`src/rtl/i2c_slave_phy.sv`:
```
// Byte-level I2C target PHY: filters SDA/SCL, detects START/STOP, matches a
// 7-bit address, hands write bytes to the fabric and fetches read bytes,
// stretching SCL while no read byte is available.
module i2c_slave_phy #(
    parameter logic [6:0] SLAVE_ADDR = 7'h50,
    parameter bit         STRETCH_EN = 1'b1
) (
    input  logic       clk_i,
    input  logic       rst_i,
    input  logic       sda_i,
    output logic       sda_o,
    output logic       sda_oe,
    input  logic       scl_i,
    output logic       scl_o,
    output logic       scl_oe,
    output logic       start_o,
    output logic       stop_o,
    output logic       busy_o,
    output logic       rw_o,
    output logic [7:0] rx_data_o,
    output logic       rx_valid_o,
    input  logic [7:0] tx_data_i,
    input  logic       tx_valid_i,
    output logic       tx_ready_o
);

    typedef enum logic [3:0] {
        StIdle, StAddr, StAddrAck, StWrData, StWrAck,
        StRdLoad, StRdData, StRdAck, StWaitStop
    } state_e;

    // Input conditioning: sync[1] is the newest tap of the 3-tap majority window.
    logic [1:0] sda_sync_q, scl_sync_q, sda_tap_q, scl_tap_q;
    logic       sda_f_q, scl_f_q, sda_d_q, scl_d_q;
    logic       sda_maj, scl_maj;

    assign sda_maj = (sda_sync_q[1] & sda_tap_q[0]) | (sda_sync_q[1] & sda_tap_q[1]) |
                     (sda_tap_q[0] & sda_tap_q[1]);
    assign scl_maj = (scl_sync_q[1] & scl_tap_q[0]) | (scl_sync_q[1] & scl_tap_q[1]) |
                     (scl_tap_q[0] & scl_tap_q[1]);

    // Synchronise, glitch-filter and delay both bus lines; idle bus level is 1.
    always_ff @(posedge clk_i or posedge rst_i) begin
        if (rst_i) begin
            sda_sync_q <= 2'b11;
            scl_sync_q <= 2'b11;
            sda_tap_q  <= 2'b11;
            scl_tap_q  <= 2'b11;
            sda_f_q    <= 1'b1;
            scl_f_q    <= 1'b1;
            sda_d_q    <= 1'b1;
            scl_d_q    <= 1'b1;
        end else begin
            sda_sync_q <= {sda_sync_q[0], sda_i};
            scl_sync_q <= {scl_sync_q[0], scl_i};
            sda_tap_q  <= {sda_tap_q[0], sda_sync_q[1]};
            scl_tap_q  <= {scl_tap_q[0], scl_sync_q[1]};
            sda_f_q    <= sda_maj;
            scl_f_q    <= scl_maj;
            sda_d_q    <= sda_f_q;
            scl_d_q    <= scl_f_q;
        end
    end

    logic scl_rise, scl_fall, sda_rise, sda_fall, start_c, stop_c;

    assign scl_rise = scl_f_q & ~scl_d_q;
    assign scl_fall = ~scl_f_q & scl_d_q;
    assign sda_rise = sda_f_q & ~sda_d_q;
    assign sda_fall = ~sda_f_q & sda_d_q;
    // SCL must already have been high a cycle: releasing the stretch moves SCL and
    // the first read bit on SDA in the same cycle, which is not a bus condition.
    assign start_c  = sda_fall & scl_f_q & scl_d_q;
    assign stop_c   = sda_rise & scl_f_q & scl_d_q;

    state_e     state_q, state_d;
    logic [2:0] cnt_q, cnt_d;
    logic [7:0] sh_q, sh_d, rx_data_q, rx_data_d;
    logic       pend_q, pend_d, rw_q, rw_d, rx_valid_q, rx_valid_d;
    logic       sda_oe_q, sda_oe_d, scl_oe_q, scl_oe_d;
    logic       start_q, start_d, stop_q, stop_d, busy_q, busy_d;

    // State and datapath registers.
    always_ff @(posedge clk_i or posedge rst_i) begin
        if (rst_i) begin
            state_q    <= StIdle;
            cnt_q      <= 3'd0;
            sh_q       <= 8'h00;
            rx_data_q  <= 8'h00;
            pend_q     <= 1'b0;
            rw_q       <= 1'b0;
            rx_valid_q <= 1'b0;
            sda_oe_q   <= 1'b0;
            scl_oe_q   <= 1'b0;
            start_q    <= 1'b0;
            stop_q     <= 1'b0;
            busy_q     <= 1'b0;
        end else begin
            state_q    <= state_d;
            cnt_q      <= cnt_d;
            sh_q       <= sh_d;
            rx_data_q  <= rx_data_d;
            pend_q     <= pend_d;
            rw_q       <= rw_d;
            rx_valid_q <= rx_valid_d;
            sda_oe_q   <= sda_oe_d;
            scl_oe_q   <= scl_oe_d;
            start_q    <= start_d;
            stop_q     <= stop_d;
            busy_q     <= busy_d;
        end
    end

    // Next-state logic; bus conditions override every state.
    always_comb begin
        state_d    = state_q;
        cnt_d      = cnt_q;
        sh_d       = sh_q;
        rx_data_d  = rx_data_q;
        pend_d     = pend_q;
        rw_d       = rw_q;
        rx_valid_d = 1'b0;
        sda_oe_d   = sda_oe_q;
        scl_oe_d   = scl_oe_q;
        start_d    = 1'b0;
        stop_d     = 1'b0;
        busy_d     = busy_q;
        if (start_c) begin
            state_d  = StAddr;
            cnt_d    = 3'd0;
            pend_d   = 1'b0;
            sda_oe_d = 1'b0;
            scl_oe_d = 1'b0;
            start_d  = 1'b1;
            busy_d   = 1'b1;
        end else if (stop_c) begin
            state_d  = StIdle;
            pend_d   = 1'b0;
            sda_oe_d = 1'b0;
            scl_oe_d = 1'b0;
            stop_d   = 1'b1;
            busy_d   = 1'b0;
        end else begin
            unique case (state_q)
                StIdle, StWaitStop: begin
                    sda_oe_d = 1'b0;
                    scl_oe_d = 1'b0;
                end
                StAddr, StWrData: begin
                    if (scl_rise && !pend_q) begin
                        sh_d  = {sh_q[6:0], sda_f_q};
                        cnt_d = cnt_q + 3'd1;
                        if (cnt_q == 3'd7) begin
                            if (state_q == StWrData) begin
                                rx_data_d  = {sh_q[6:0], sda_f_q};
                                rx_valid_d = 1'b1;
                                pend_d     = 1'b1;
                            end else if (sh_q[6:0] == SLAVE_ADDR) begin
                                rw_d   = sda_f_q;
                                pend_d = 1'b1;
                            end else begin
                                state_d = StWaitStop;
                            end
                        end
                    end else if (scl_fall && pend_q) begin
                        pend_d   = 1'b0;
                        sda_oe_d = 1'b1;
                        state_d  = (state_q == StAddr) ? StAddrAck : StWrAck;
                    end
                end
                StAddrAck, StWrAck: begin
                    if (scl_fall) begin
                        sda_oe_d = 1'b0;
                        cnt_d    = 3'd0;
                        if (state_q == StAddrAck && rw_q) begin
                            state_d  = StRdLoad;
                            scl_oe_d = STRETCH_EN && !tx_valid_i;
                        end else begin
                            state_d = StWrData;
                        end
                    end
                end
                StRdLoad: begin
                    if (tx_valid_i) begin
                        sh_d     = tx_data_i;
                        sda_oe_d = !tx_data_i[7];
                        scl_oe_d = 1'b0;
                        cnt_d    = 3'd0;
                        state_d  = StRdData;
                    end else if (!STRETCH_EN) begin
                        sh_d     = 8'hFF;
                        sda_oe_d = 1'b0;
                        cnt_d    = 3'd0;
                        state_d  = StRdData;
                    end
                end
                StRdData: begin
                    if (scl_fall) begin
                        if (cnt_q == 3'd7) begin
                            sda_oe_d = 1'b0;
                            pend_d   = 1'b0;
                            state_d  = StRdAck;
                        end else begin
                            sh_d     = {sh_q[6:0], 1'b0};
                            sda_oe_d = !sh_q[6];
                            cnt_d    = cnt_q + 3'd1;
                        end
                    end
                end
                StRdAck: begin
                    if (scl_rise) begin
                        if (sda_f_q) state_d = StWaitStop;
                        else pend_d = 1'b1;
                    end else if (scl_fall && pend_q) begin
                        pend_d   = 1'b0;
                        state_d  = StRdLoad;
                        scl_oe_d = STRETCH_EN && !tx_valid_i;
                    end
                end
                default: state_d = StIdle;
            endcase
        end
    end

    assign sda_o      = 1'b0;
    assign scl_o      = 1'b0;
    assign sda_oe     = sda_oe_q;
    assign scl_oe     = scl_oe_q;
    assign start_o    = start_q;
    assign stop_o     = stop_q;
    assign busy_o     = busy_q;
    assign rw_o       = rw_q;
    assign rx_data_o  = rx_data_q;
    assign rx_valid_o = rx_valid_q;
    assign tx_ready_o = (state_q == StRdLoad);

endmodule

```
`config.mk`:
```
export PLATFORM = sky130hd
export DESIGN_NAME = i2c_slave_phy
export DESIGN_NICKNAME = d
export VERILOG_FILES = /design/src/rtl/i2c_slave_phy.sv
export SDC_FILE = /design/constraint.sdc
export NUM_CORES = 1
export LEC_CHECK = 0
export BUFFER_PORTS_ARGS = -buffer_cell sky130_fd_sc_hd__buf_2
export CAP_MARGIN = 20
export CORE_ASPECT_RATIO = 1.4
export CORE_MARGIN = 1
export CORE_UTILIZATION = 55
export CTS_BUF_LIST = sky130_fd_sc_hd__clkbuf_4
export DETAILED_ROUTE_END_ITERATION = 12
export PLACE_DENSITY = 0.82
export SETUP_SLACK_MARGIN = 0.2
export SYNTH_ARGS = -nofsm -noshare
export SYNTH_HDL_FRONTEND = slang
export SYNTH_SLANG_ARGS = --single-unit
```
`constraint.sdc`:
```
create_clock -name clk_i -period 3.1 [get_ports clk_i]
set_input_delay 0.465 -clock clk_i [delete_from_list [all_inputs] [get_ports clk_i]]
set_output_delay 0.465 -clock clk_i [all_outputs]
set_load 0.03 [all_outputs]
```
==> results.cfg <==
[routing]
viasPerCell = 6.36
vias = 1852
drt_iter0_drc = 98
drc = 0
routed_wl_mm = 5.07
ant_nets = 0
firstDrtPassIters = 4
wl_per_cell_um = 17.4

[place]
hpwl_mm = 3.74
io_buffer_count = 28
pre_cts_ws_ns = 0.786
place_congestion = 1.04
place_area_um2 = 2450
placed_cells = 283

[synth]
synth_adder_area_share_pct = 1.97
seq_area_frac_synth_pct = 46.6
synthSimpleGateAreaFrac_pct = 19.1
syn-cell-area_um2 = 2290
synthArstFlopShare_pct = 100
synthMuxAreaShare_pct = 9.84
synth-warning-count = 0
ys.flop_type = dfrtp_1
synth_area_per_cell_um2 = 10.4
synth_top_family_by_area = simple AND/OR/NAND/NOR gates
synth.distinct_cells = 61
yosys_register_bits = 42
synthXorXnorAreaFrac_pct = 1.15
synth_compound_area_share_pct = 15.4
syn_inst = 221
synth_edf_count = 0

[worst_setup_path]
worstPathArrival_ns = 2.62
path_class = flip-flop to flip-flop
end_kind = flip-flop
crit_fanout = 10
cp_data_required_time_ns = 3.34
start_kind = flip-flop

[pwr]
ir_worst_vdd_uv = 629
leakagePower_nw = 1.20
power_mw = 2.39
cellPowerDensity_nw_per_um2 = 946

[final_layout]
final_common_cell = dfrtp_1
stdcell_count = 291
fill_cells = 334
syn_to_final_growth_pct = 10.5
final_cell_mix = dfrtp_1, buf_2, nand2_1
antenna_cells = 0
drive_gt1_share_pct = 28.6
utilization_pct = 64.0
nets = 262
final_design_area_no_fill_um2 = 2530

[global_routing]
grt.overflow.total = 0
grt_pass1_vias = 1838
antenna_found_initial = 0
grt_pass1_wl_mm = 8.42
grt_max_degree = 43
track_usage_pct = 24.6

[clocking]
cts_resized = 0
clk_pin_slew_ns = 0.12
clk_latency_ns = 0.34
post-cts-setup-buffers = 0
cts.htree.levels = 2
cts_root_buffer = clkbuf_4
hold_buffers = 0
cts_tree = yes
cts_buffer_depth = 2
cts_buffers = 5
cts_sinks = 42

[timing]
fmax_mhz = 419
finalHoldViolations = 0
rsz0062_at_grt = false
slew_viol_final = 0
worst_slew_pin_slew_ns = 0.553
fin_crit_sh_pct = 76.9
period_needed_ns = 2.38
setup_ws_ns = 0.716
tns_ns = 0
hold_slack_ns = 0.210
setup_viol = 0
skew_ns = 0.00850
relSlewSlack_pct = 62.2

[die]
std_cell_rows = 27
die_w_um = 56.5
die_area_um2 = 4430
coreArea_um2 = 3950
initial_core_util_pct = 57.9
die_y_um = 78.3
pin_count = 31

[worst_hold_path]
hp-class = input pin to flip-flop

[flow_run]
cap_violations = 0

[status]
outcome = finished clean
-- worst max-delay path: stages (launching register included) --
cell	delay, ns
dfrtp_1	0.56
nor3b_2	0.52
nand2_1	0.28
nor3_4	0.51
mux2_2	0.39
-- where the power goes --
group | internal, mW | switching (mW)
sequential | 0.667 | 0.164
combinational | 0.535 | 0.668
clock | 0.189 | 0.172
-- final timing paths --
kind                            cells past startpoint             to     startpoint  slack [ns]
worst min register to register                      0  scl_sync_q[1]  scl_sync_q[0]        0.36
min in group asynchronous                           3         scl_oe          rst_i        0.22
worst max register to register                      4   rx_data_o[3]     state_q[0]        0.72
worst max-delay path                                4   rx_data_o[3]     state_q[0]        0.72
worst min-delay path                                1  scl_sync_q[0]          scl_i        0.21
max in group asynchronous                           3        sda_f_q          rst_i        2.51
-- metal layers --
metal / wire (um) / track usage, %
met1: 1910 / 28.7
met2: 2630 / 42.7
met3: 321 / 3.79
met4: 201 / 13.4
met5: 0 / 0
-- synth_stat cells (all sizes together), types with 4 or more instances --
cell / count / area share, %
nand4: 4 / 1.1
a21oi: 9 / 2.0
o22ai: 4 / 1.1
nor3: 6 / 2.3
inv: 11 / 1.8
mux2: 12 / 5.9
a21o: 4 / 1.3
nand2: 16 / 2.6
clkbuf: 6 / 0.98
dfrtp: 30 / 33
mux2i: 9 / 3.9
nand3: 4 / 0.87
dfstp: 12 / 14
o21ai: 13 / 3.0
nor2: 12 / 2.0
buf: 11 / 3.1
or3b: 4 / 1.6
-- layout make-up --
cell class              count  area, um2  share of cell area [%]
multi-input cells         152       1090                    43.2
flip-flops and latches     42       1070                    42.1
repair buffers             35        193                    7.62
well taps                  43       53.8                    2.13
clock buffers               7       52.6                    2.08
inverters                  11       41.3                    1.63
clock inverters             1       30.0                    1.19
-- state kept, by name, summed over array words and instances (netlist names), 2 cells and up --
| signal | flops |
|---|---|
| cnt_q | 3 |
| rx_data_o | 8 |
| scl_sync_q | 2 |
| scl_tap_q | 2 |
| sda_sync_q | 2 |
| sda_tap_q | 2 |
| sh_q | 7 |
| state_q | 4 |
-- cell families after synthesis --
family          Yosys count
compound gates           51
xor+xnor                  3
fa+ha+maj                 4
buf+inv                  28
flops                    42
mux                      21
other cells               1
simple gates             71
No activity file was read; power rests on OpenSTA's default activity.
